### config.mk
export PLATFORM = sky130hd
export DESIGN_NAME = ccff_loader
export DESIGN_NICKNAME = d
export VERILOG_FILES = /design/src/rtl/ccff_loader.sv
export SDC_FILE = /design/constraint.sdc
export NUM_CORES = 1
export LEC_CHECK = 0
export ABC_AREA = 1
export CAP_MARGIN = 20
export CORE_MARGIN = 2
export CORE_UTILIZATION = 55
export DETAILED_ROUTE_END_ITERATION = 7
export PLACE_DENSITY = 0.86
export SLEW_MARGIN = 5
export SYNTH_ARGS = -nofsm -noshare
export SYNTH_HDL_FRONTEND = slang
export SYNTH_SLANG_ARGS = --single-unit
### constraint.sdc
create_clock -name prog_clk -period 3.25 [get_ports prog_clk]
set_clock_uncertainty 0.1 [all_clocks]
set_input_delay 0.8125 -clock prog_clk [delete_from_list [all_inputs] [get_ports prog_clk]]
set_output_delay 0.8125 -clock prog_clk [all_outputs]
set_load 0.01 [all_outputs]
### src/rtl/ccff_loader.sv
// Configuration-chain loader: streams bitstream words MSB first into a scan chain and
// optionally recirculates the chain once to compare CRCs of the sent and read-back data.
module ccff_loader #(
    parameter int CHAIN_LEN = 58,
    parameter int WORD_W    = 8
) (
    input  logic              prog_clk,
    input  logic              pReset,
    input  logic              start,
    input  logic              verify_en,
    input  logic [WORD_W-1:0] data_in,
    input  logic              data_valid,
    output logic              data_ready,
    output logic              ccff_head,
    output logic              ccff_shift_en,
    input  logic              ccff_tail,
    output logic              busy,
    output logic              done,
    output logic              verify_ok,
    output logic              verify_err
);

    localparam int CW = $clog2(CHAIN_LEN + 1);
    localparam int RW = $clog2(WORD_W + 1);
    localparam logic [CW-1:0] ChainLenC = CW'(CHAIN_LEN);
    localparam logic [15:0]   CrcInit   = 16'hFFFF;

    typedef enum logic [2:0] {StIdle, StLoad, StShift, StVerify, StCheck, StFin} state_e;

    state_e            state_q, state_d;
    logic [CW-1:0]     cnt_q, cnt_d, remaining;
    logic [RW-1:0]     rem_q, rem_d, word_bits;
    logic [WORD_W-1:0] shreg_q, shreg_d;
    logic              head_q, head_d;
    logic              verify_q, verify_d;
    logic              ok_d, err_d;
    logic [15:0]       crc_tx_q, crc_tx_d, crc_rx_q, crc_rx_d;

    function automatic logic [15:0] crc_step(input logic [15:0] crc, input logic b);
        logic fb;
        fb = crc[15] ^ b;
        return {crc[14:0], 1'b0} ^ (fb ? 16'h1021 : 16'h0000);
    endfunction

    // During readback the head must follow the live tail, so it bypasses head_q.
    assign ccff_head = (state_q == StVerify) ? ccff_tail : head_q;

    always_comb begin
        remaining = ChainLenC - cnt_q;
        if (int'(remaining) < WORD_W) word_bits = RW'(remaining);
        else                          word_bits = RW'(WORD_W);
    end

    always_comb begin
        state_d  = state_q;
        cnt_d    = cnt_q;
        rem_d    = rem_q;
        shreg_d  = shreg_q;
        head_d   = 1'b0;
        verify_d = verify_q;
        crc_tx_d = crc_tx_q;
        crc_rx_d = crc_rx_q;
        ok_d     = verify_ok;
        err_d    = verify_err;
        unique case (state_q)
            StIdle: begin
                if (start) begin
                    state_d  = StLoad;
                    cnt_d    = '0;
                    verify_d = verify_en;
                    ok_d     = 1'b0;
                    err_d    = 1'b0;
                    crc_tx_d = CrcInit;
                    crc_rx_d = CrcInit;
                end
            end
            StLoad: begin
                if (data_valid && data_ready) begin
                    state_d = StShift;
                    head_d  = data_in[WORD_W-1];
                    shreg_d = data_in << 1;
                    rem_d   = word_bits;
                end
            end
            StShift: begin
                crc_tx_d = crc_step(crc_tx_q, head_q);
                cnt_d    = cnt_q + CW'(1);
                rem_d    = rem_q - RW'(1);
                if (rem_q == RW'(1)) begin
                    if (cnt_q + CW'(1) < ChainLenC) begin
                        state_d = StLoad;
                    end else if (verify_q) begin
                        state_d = StVerify;
                        cnt_d   = '0;
                    end else begin
                        state_d = StFin;
                    end
                end else begin
                    head_d  = shreg_q[WORD_W-1];
                    shreg_d = shreg_q << 1;
                end
            end
            StVerify: begin
                crc_rx_d = crc_step(crc_rx_q, ccff_tail);
                if (cnt_q == ChainLenC - CW'(1)) begin
                    state_d = StCheck;
                    cnt_d   = ChainLenC;
                end else begin
                    cnt_d = cnt_q + CW'(1);
                end
            end
            StCheck: begin
                ok_d    = (crc_tx_q == crc_rx_q);
                err_d   = (crc_tx_q != crc_rx_q);
                state_d = StFin;
            end
            StFin:   state_d = StIdle;
            default: state_d = StIdle;
        endcase
    end

    always_ff @(posedge prog_clk) begin
        if (pReset) begin
            state_q       <= StIdle;
            cnt_q         <= '0;
            rem_q         <= '0;
            shreg_q       <= '0;
            head_q        <= 1'b0;
            verify_q      <= 1'b0;
            crc_tx_q      <= CrcInit;
            crc_rx_q      <= CrcInit;
            data_ready    <= 1'b0;
            ccff_shift_en <= 1'b0;
            busy          <= 1'b0;
            done          <= 1'b0;
            verify_ok     <= 1'b0;
            verify_err    <= 1'b0;
        end else begin
            state_q       <= state_d;
            cnt_q         <= cnt_d;
            rem_q         <= rem_d;
            shreg_q       <= shreg_d;
            head_q        <= head_d;
            verify_q      <= verify_d;
            crc_tx_q      <= crc_tx_d;
            crc_rx_q      <= crc_rx_d;
            data_ready    <= (state_d == StLoad);
            ccff_shift_en <= (state_d == StShift) || (state_d == StVerify);
            busy          <= (state_d != StIdle);
            done          <= (state_d == StFin);
            verify_ok     <= ok_d;
            verify_err    <= err_d;
        end
    end

endmodule

* After elaboration in Yosys (flattened, before gate mapping)
Cells that the tools add are included.
Cells by class: $add $sub $neg 3, order comparisons 2, equality and inequality tests 15, muxes and demuxes 31, bitwise operators 4, reduce and logical (&&, ||, !) cells 16
Operators by type and width (count):
- $pmux 16 s2 | 2
- $xor 16x13->16 | 2
- $mux 6 | 5
- $mux 13 | 2
- $mux 3 | 6
- $pmux 6 s3 | 1
- $eq 16x16->1 | 1
- $mux 16 | 1
- $mux 8 | 2
- $ne 16x16->1 | 1
- $pmux 8 s2 | 1
- $pmux 3 s5 | 1
- $eq 3x2->1 const B | 4
- $reduce_and 2->1 | 6
- $mux 4 | 2
- $pmux 4 s2 | 1
- $reduce_bool 2->1 | 4
- $add 6x1->6 const B | 1
- $eq 3x1->1 const B | 2
- $eq 3x3->1 const B | 2
- $eq 6x6->1 const B | 1
- $lt 6x4->1 const B | 1
- $lt 6x6->1 const B | 1
- $ne 2x2->1 const B | 3
- 11 further kinds | 18
Word-level totals: register bits 61, input bits 14, word-level logic and storage cells 85

* Logic depth before layout (Yosys ltp)
depth after elaboration 7, mapped depth 11

* Least setup slack after synthesis
OpenSTA, ideal clock, no wires.
path kind register -> output, start register state_q[1], end output port ccff_head, arrival 1.162 ns, required time 2.338 ns, setup slack 1.176 ns, stages on the path, launching flop included 6, path buffers 1, cell sequence dfxtp_1 -> inv_2 -> nor2_8 -> nand2_4 -> buf_1 -> o21ai_0
On the way: word-level cells in the longest chain between the ends 2
RTL lines:
- start, declared | RTL line 30 | state_e state_q, state_d;
- start signal, assigned | RTL line 124 | state_q <= StIdle;
- start signal, assigned | RTL line 139 | state_q <= state_d;
- $eq 3x2->1 | RTL line 46 | assign ccff_head = (state_q == StVerify) ? ccff_tail : head_q;
- $mux 1 | RTL line 46
- end, declared | RTL line 14 | output logic ccff_head,
No other way between the ends.

* Worst setup path in the final report
start input port ccff_tail, end output port ccff_head
On the way: word-level cells in the longest chain between the ends 1
RTL lines:
- start, declared | RTL line 16 | input logic ccff_tail,
- $mux 1 | RTL line 46
No other way between the ends.

==> flow_summary.rst <==
.. list-table::
   :header-rows: 1

   * - Metric
     - Value
   * - Outcome
     - completed
   * - Number of remaining DRC errors
     - 0
   * - Net Sw Frac
     - about a quarter
   * - Nets in the synthesized netlist
     - 408
   * - Site row count
     - 26
   * - Achievable Freq
     - approximately 0.33 GHz
   * - Proportion of synthesized flip-flops having asynchronous set or reset
     - 0%
   * - Worst slack, placed
     - 0.209 ns
   * - Sort of element at the end of the critical path
     - output port
   * - Detailed placer's ending HPWL
     - 4.17 mm
   * - Global-route congestion overflow total
     - 0
   * - PortBufs
     - 20
   * - Overall die area
     - 5930 um2
   * - Largest net degree at the start of global routing
     - 28
   * - Required arrival time at the worst endpoint
     - 2.34 ns
   * - Number of antenna violations at the first check in global routing
     - 0
   * - Effective utilization at floorplan
     - around 57%
   * - Sinks on Clock Net
     - 60
   * - Root Buffer
     - sky130_fd_sc_hd__clkbuf_8
   * - Clock network latency to the later pin of the worst-skew pair
     - 0.34 ns
   * - Post-synthesis cell type with the largest combined area
     - sky130_fd_sc_hd__dfxtp_1
   * - 1st-iter DRT viols
     - 151
   * - Static power due to leakage
     - about 1.4 nW
   * - Via density per instance
     - 5.21
   * - Horizontal die dimension
     - between 70 and 80 um
   * - Final setup vio count
     - 0
   * - Setup fix buffers added after clock tree synthesis
     - 0
   * - Largest fanout on the critical path
     - 2
   * - Antenna cells
     - 0
   * - Detailed Route WL
     - 6.06 mm
   * - Min-Delay Path Class
     - reg2reg
   * - Wire length of the first global-routing pass
     - 10.4 mm
   * - I/O pin total
     - 21
   * - Commonest cells after routing, fill and taps aside
     - sky130_fd_sc_hd__nand2_1 (91), sky130_fd_sc_hd__dfxtp_1 (60), sky130_fd_sc_hd__inv_1 (40)
   * - Quantity of hold-fixing buffers added after cts
     - 0
   * - Setup slack of the critical path after layout
     - just over 0.2 ns
   * - Setup TNS
     - 0 ns
   * - Synth warn
     - 0
   * - Pwr/cell area
     - slightly below 500 nW/um2
   * - Die boundary height
     - between 70 and 80 um
   * - Post-synth top flop
     - sky130_fd_sc_hd__dfxtp_1
   * - Routability congestion estimate
     - 0.854
   * - Count of final max-slew check failures
     - 0
   * - Seq cells post-synth
     - 60
   * - Part of the power in registers
     - 47.6%
   * - Number of H-tree branching levels
     - 3
   * - Net switching power figure
     - 0.407 mW
   * - Count of distinct cell types in the synthesized netlist
     - 36
   * - Number of enable-type register cells in the synthesized netlist
     - 0
   * - Transition time at the pin with the least slew margin
     - 0.667 ns
   * - Hold Path Stages
     - 2
   * - Hold Vio Cnt, Final
     - 0
   * - Setup Crit Path Kind
     - in2out
   * - All-Layer GR Usage
     - 21.8%
   * - Placeable core region
     - 5140 um2
   * - Post-synthesis cell count
     - 390
   * - Top-area cell type share of the netlist area
     - 41.0%
   * - Clock network fraction of design power
     - 41.9%
   * - Headroom to the max-slew limit
     - a little under three fifths
   * - Number of buffers added by the clock tree synthesis step
     - 9
   * - Layout cell share with drive strength beyond 1
     - 11.4%
   * - Final Total Pwr
     - 1.62 mW
   * - Total via count after detailed routing
     - 2522
   * - Per-cell routed wire length
     - between 10 and 15 um
   * - Unrepaired setup endpoints after global routing
     - no
   * - R2R depth
     - 9
   * - Clock-pin transition on the worst setup and hold timing paths
     - 0.06 ns
   * - Area growth from synthesis to layout
     - 14.4%
   * - Worst hold margin
     - roughly 0.37 ns
   * - Fillcell total
     - 466
   * - Avg Synthesized Cell Area
     - roughly 7.5 um2
   * - NumNets Final
     - 427
   * - Number of global-route vias before repair
     - 2344
   * - Gate power share
     - 10.5%
   * - Arr. time, crit path
     - 2.13 ns
   * - Cell types with the largest area share after synthesis
     - sky130_fd_sc_hd__dfxtp_1 (41%), sky130_fd_sc_hd__nand2_1 (12%), sky130_fd_sc_hd__o22ai_1 (6.2%), sky130_fd_sc_hd__inv_1 (5.1%), sky130_fd_sc_hd__nor2_1 (3.3%)
   * - Detailed-router iteration count before antenna repair
     - 4
   * - Utilization after layout
     - 65.2%
   * - Resize count post-CTS
     - 0
   * - Post-Synthesis Cell Area
     - 2930 um2
   * - Fraction of the yosys area taken by sequential cells
     - 41.0%
   * - Startpoint type of the worst setup path
     - input pin
   * - Max-cap violations
     - 0
   * - Final antenna-violating net count
     - 0
   * - Tmin final
     - between 3 and 4 ns
   * - Maximum vdd drop
     - 0.000335 V
   * - Fin crit share
     - ~94%
   * - Most frequent standard cell in the layout excluding fill and tap cells
     - sky130_fd_sc_hd__nand2_1
   * - Int Pwr
     - 1.22 mW
   * - CTS tree
     - yes
   * - Maximum number of buffers from clock root to sink
     - 2
-- power groups by stage --
stage	logic (mW)	registers (mW)	clock network (mW)
final	0.170	0.773	0.681
after global routing	0.188	0.776	0.730
after CTS	0.171	0.773	0.695
after floorplan	0.129	0.785	0
after detailed placement	0.170	0.789	0
after global placement	0.167	0.788	0
-- area by class of cell --
class / instances / area, um2 / area share (%)
tap: 70 / 87.6 / 2.61
inverter: 47 / 179 / 5.34
sequential: 60 / 1200 / 35.8
clock buffer: 12 / 155 / 4.63
clock inverter: 4 / 47.5 / 1.42
timing repair buffer: 23 / 223 / 6.64
multi-input combinational: 268 / 1460 / 43.5
-- per-stage QoR --
stage | cells | cell area, um2
after CTS | 484 | 3350
after floorplan | 390 | 2930
after global placement | 468 | 3150
after detailed placement | 468 | 3150
after global routing | 484 | 3350
final | 484 | 3350
-- registers in the layout, indices dropped and copies added, names as in the netlist --
signal         count
data_ready         1
crc_tx_q          16
state_q            3
verify_q           1
shreg_q            7
cnt_q              6
verify_err         1
head_q             1
rem_q              4
busy               1
verify_ok          1
crc_rx_q          16
ccff_shift_en      1
done               1
-- synth_stat cells (2+ instances only) --
master,n
sky130_fd_sc_hd__o22ai_1,29
sky130_fd_sc_hd__buf_2,3
sky130_fd_sc_hd__inv_1,40
sky130_fd_sc_hd__a31oi_1,8
sky130_fd_sc_hd__ha_1,4
sky130_fd_sc_hd__xnor2_1,7
sky130_fd_sc_hd__buf_6,3
sky130_fd_sc_hd__nand4_1,5
sky130_fd_sc_hd__buf_4,2
sky130_fd_sc_hd__nor2_2,3
sky130_fd_sc_hd__nand2_2,4
sky130_fd_sc_hd__clkbuf_1,5
sky130_fd_sc_hd__nor2_4,4
sky130_fd_sc_hd__inv_2,6
sky130_fd_sc_hd__xor2_1,11
sky130_fd_sc_hd__nand3_1,18
sky130_fd_sc_hd__dfxtp_1,60
sky130_fd_sc_hd__nand2_1,91
sky130_fd_sc_hd__nand2_4,3
sky130_fd_sc_hd__nor3_1,5
sky130_fd_sc_hd__nor2_1,26
sky130_fd_sc_hd__o21ai_1,7
sky130_fd_sc_hd__or2_2,3
sky130_fd_sc_hd__o21ai_0,14
sky130_fd_sc_hd__a21oi_1,18
-- worst paths after layout --
kind,start,end,slack (ns)
setup / recovery,ccff_tail,ccff_head,0.20
hold / removal,verify_ok,verify_ok,0.37
setup reg to reg,state_q[0],busy,1.19
hold reg to reg,verify_ok,verify_ok,0.37
-- routing by layer --
metal  global-route usage, %  wire length, um
met3                    5.53              364
met4                    10.4               95
met5                       0                0
met2                    34.6             2870
met1                    27.7             2730
-- critical path, cell delays in order --
cell	delay [ns]
sky130_fd_sc_hd__clkdlybuf4s50_1	0.50
sky130_fd_sc_hd__inv_1	0.04
sky130_fd_sc_hd__o21ai_0	0.19
sky130_fd_sc_hd__clkdlybuf4s50_1	0.58
-- cells by family after synthesis --
| logic type | Yosys count | synth area share, % |
|---|---|---|
| flip-flops | 60 | 41.0 |
| AND/OR/NAND/NOR | 167 | 27.3 |
| AO/OA/AOI/OAI | 79 | 15.4 |
| XOR/XNOR | 18 | 5.38 |
| adder cells (fa/ha/maj) | 4 | 1.71 |
| buffers and inverters | 62 | 9.22 |
Power figures use the tool's default switching activity.
==> variant 1: new RTL, config.mk and constraints unchanged <==
`CHAIN_LEN`: 58 -> 116.
--- a/src/rtl/ccff_loader.sv
+++ b/src/rtl/ccff_loader.sv
@@ -1,7 +1,7 @@
 // Configuration-chain loader: streams bitstream words MSB first into a scan chain and
 // optionally recirculates the chain once to compare CRCs of the sent and read-back data.
 module ccff_loader #(
-    parameter int CHAIN_LEN = 58,
+    parameter int CHAIN_LEN = 116,
     parameter int WORD_W    = 8
 ) (
     input  logic              prog_clk,
Formal check against the unedited RTL: no difference found for any inputs over 10 cycles, from zero or initial values and one cycle with pReset high; that may be too few to reach the edited logic, so the function may still have changed.
==> variant 1 against the unedited design <==
- combinational power shrank 28%
- power is essentially flat
- first-iteration DRC count shrank 13%
- highest routed layer unchanged
- synthesized cell count grew 3.1%
- critical endpoint unchanged
- worst setup slack gained 0.19 ns
- clock power grew 6.6%
- area after synthesis shrank 0.98%
- sequential cell count grew 1
- cell area shrank 0.37%
- critical path depth is the same
- wire length grew 5.4%
==> variant 1: results <==
logic_synthesis:
  yosysUniqueCellTypes: 31
  syn-num-nets: 420
  seq_area_frac_synth_pct: 42.09
  synth_cells: 402
  synth_common_cells: "nand2_1, dfxtp_1, inv_1"
  netlist_top_cells_area: "dfxtp_1, nand2_1, o22ai_1"
  synthArstFlopShare_pct: 0
worst_setup_path:
  rr_worst_depth: 12
  rr_startpoint: "state_q[1]"
  arrival_ns: 1.95
  critPathTopFamily: "buffers and inverters"
  regToRegSetupSlack_ns: 1.11
  max_stage_delay_ns: 0.52
  worstPathMaxFanout: 3
  reg2reg_to: "busy"
placement:
  dp_hpwl_um: 4388
  dp_cells: 479
  dp_slack_ns: 0.3903
  gp_congestion: 0.9080
timing:
  slew_headroom_pct: 63.09
  period_share_pct: 87.93
global_routing:
  grt_pass1_vias: 2413
  grt_pass1_wl_um: 10750
  grt_max_degree: 46
  track_usage_pct: 22.97
route:
  drtPass1Iterations: 5
  drtIter0Drc: 131
  route.vias.total: 2656
  wl_per_cell_um: 12.93
  met3_length_um: 276
  routed_wl_um: 6389
  met2_length_um: 3179
  m1WireLength_um: 2821
layout:
  reg_top3: "crc_rx_q (16), crc_tx_q (16)"
  layout-drive-gt1-share_pct: 8.726
  fin_nets: 438
clock_network:
  clk_latency_ns: 0.34
  cts_buffer_depth: 2
status:
  outcome: "completed"
pwr:
  p_leak_nw: 1.406
  ir_drop_mv: 0.4045
flow_run:
  maxCapViolations: 0
min_path:
  hold_class: "reg -> reg"
variant 1: cell types whose count changed after synthesis, moves of 4 or more:
cell     unedited run  this run
inv_1              40        36
nand2_1            91       112
nand2_2             4         0
nor2_1             26        30
o21ai_0            14        24
o21ai_1             7         0
xnor2_1             7         3
variant 1: how the worst min path moves through the flow:
stage / startpoint / to / slack [ns] / cells after the start
2_1_floorplan: shreg_q[1] / shreg_q[1] / 0.34 / 2
3_3_place_gp: shreg_q[1] / shreg_q[1] / 0.36 / 2
3_5_place_dp: shreg_q[1] / shreg_q[1] / 0.36 / 2
4_1_cts: shreg_q[1] / shreg_q[1] / 0.37 / 2
5_1_grt: verify_ok / verify_ok / 0.40 / 2
6_report: shreg_q[1] / shreg_q[1] / 0.37 / 2
variant 1: final cells by class:
cell class	count	area, sq um
fill	427	1768
multi-input combinational	284	1443
sequential	61	1221
timing repair buffer	22	215.2
inverter	42	158.9
clock buffer	11	141.4
tap	70	87.58
clock inverter	4	72.57
variant 1: worst min-delay path: cells and delay by family, from the launching register on:
family	cells	cell delay, ns
flip-flops	1	0.31
AO/OA/AOI/OAI	1	0.05
AND/OR/NAND/NOR	1	0.06
variant 1: per-stage QoR:
stage	utilization [%]	instance area, sq um
2_1_floorplan	-	2902
4_1_cts	65.38	3339
3_5_place_dp	61.20	3126
3_3_place_gp	61.20	3126
6_report	65.38	3339
5_1_grt	65.38	3339
variant 1: report_power, final:
| part | internal [mW] | total (mW) | switching [mW] |
|---|---|---|---|
| registers | 0.763 | 0.774 | 0.0113 |
| logic | 0.0487 | 0.122 | 0.0737 |
| clock network | 0.447 | 0.726 | 0.279 |
variant 1: routing by layer:
layer	vias to the layer above	track usage, %
met2	54	39.12
met5	-	0
met1	1230	27.23
li1	1360	-
met4	0	9.091
met3	12	6.635
variant 1: kinds of logic after synthesis:
kind of cell | count (synthesis) | synth area share (%)
flip-flops | 61 | 42.09
AND/OR/NAND/NOR | 186 | 27.68
buffers and inverters | 57 | 8.193
AO/OA/AOI/OAI | 82 | 16.69
XOR/XNOR | 12 | 3.623
adder cells (fa/ha/maj) | 4 | 1.725
==> variant 2: new RTL, config.mk and constraints unchanged <==
Without the edit above. Make the reset (`pReset`) asynchronous in one clocked block.
--- a/src/rtl/ccff_loader.sv
+++ b/src/rtl/ccff_loader.sv
@@ -119,7 +119,7 @@
         endcase
     end
 
-    always_ff @(posedge prog_clk) begin
+    always_ff @(posedge prog_clk or posedge pReset) begin
         if (pReset) begin
             state_q       <= StIdle;
             cnt_q         <= '0;
Behaviour: differs if pReset is asserted again (counterexample within 4 cycles, from zero or initial values and one cycle with pReset high); with pReset held inactive, the same outputs for 10 cycles.
==> variant 2 against the unedited design <==
- count of clock-buffer cells in the layout shrank 2
- power grew 22%
- area after synthesis grew 8.6%
- combinational power grew 80%
- cell area grew 8.6%
- sequential cell count is the same
- wire length grew 15%
- synthesized cell count shrank 2.1%
- worst setup slack gained 0.083 ns
- sequential share of layout area grew 6.5 points
- largest power group unchanged
- highest routed layer unchanged
==> variant 2: results <==
worst_setup_path:
  critPathCapture: "ccff_head"
  max_stage_delay_ns: 0.56
  rr_startpoint: "state_q[1]"
  rr_worst_depth: 6
  reg2reg_to: "shreg_q[7]"
logic_synthesis:
  synth_compound_gate_area_share_pct: 12.98
  yosysUniqueCellTypes: 37
  seq_area_frac_synth_pct: 48.45
  synthArstFlopShare_pct: 100.0
  synthAdderAreaFrac_pct: 1.573
  syn-num-nets: 400
  synth_mux_area_share_pct: 0
  synth_xor_area_share_pct: 3.028
route:
  drtPass1Iterations: 5
  drtIter0Drc: 160
  wl_per_cell_um: 14.36
timing:
  slew_headroom_pct: 57.25
min_path:
  min_to: "verify_err"
status:
  outcome: "completed"
global_routing:
  track_usage_pct: 24.28
  grt_pass1_wl_um: 11670
placement:
  dp_hpwl_um: 4951
  gp_congestion: 0.8541
layout:
  fill_cells: 453
  layout-drive-gt1-share_pct: 20.29
[variant 2: cell types whose count changed after synthesis, moves of 6 or more]
cell     change
a31oi_1      -7
a22oi_1     +10
dfstp_2     +32
inv_1       +11
o21ai_0      +8
dfrtp_1     +28
o22a_1       +6
dfxtp_1     -60
o21ai_1      -6
o22ai_1     -23
[variant 2: per-layer routing]
layer	vias to the layer above	GRT usage, %	part of all wire [%]	routed length (um)
li1	1277	-	-	-
met1	1267	29.03	43	2987
met2	63	40.17	50	3499
met3	21	6.292	3.9	269
met4	0	12.71	3.2	221
met5	-	0	0	0
[variant 2: per-stage QoR]
stage / total power, mW / utilization, % / worst slack, ns / instance area [sq um] / instances
after floorplan: 1.209 / - / 0.9058 / 3182 / 382
after global placement: 1.278 / 62.06 / 0.3086 / 3438 / 470
after detailed placement: 1.307 / 62.06 / 0.2826 / 3438 / 470
after CTS: 1.990 / 65.70 / 0.2784 / 3640 / 486
after global routing: 2.076 / 65.70 / 0.1591 / 3640 / 486
final: 1.977 / 65.70 / 0.2860 / 3640 / 486
[variant 2: power breakdown]
group          internal (mW)  total, mW  switching [mW]  leakage (nW)
clock network          0.373      0.678           0.305        0.0983
logic                  0.136      0.306           0.169          1.08
registers              0.913      0.993          0.0798         0.622
total                   1.42       1.98           0.554          1.80
[variant 2: final cells by class]
| class | count | share of cell area [%] |
|---|---|---|
| clock inverter | 6 | 1.753 |
| clock buffer | 10 | 3.781 |
| tap | 72 | 2.475 |
| sequential | 60 | 42.35 |
| timing repair buffer | 24 | 6.325 |
| inverter | 63 | 6.806 |
| multi-input combinational | 251 | 36.51 |
[variant 2: worst reg2reg max path: stages, from the launching register on]
cell and delay [ns]:
dfrtp_1 0.40, inv_2 0.09, nor2_4 0.05, nand2_2 0.48, o22ai_1 0.19, a21oi_2 0.43, o21ai_0 0.17
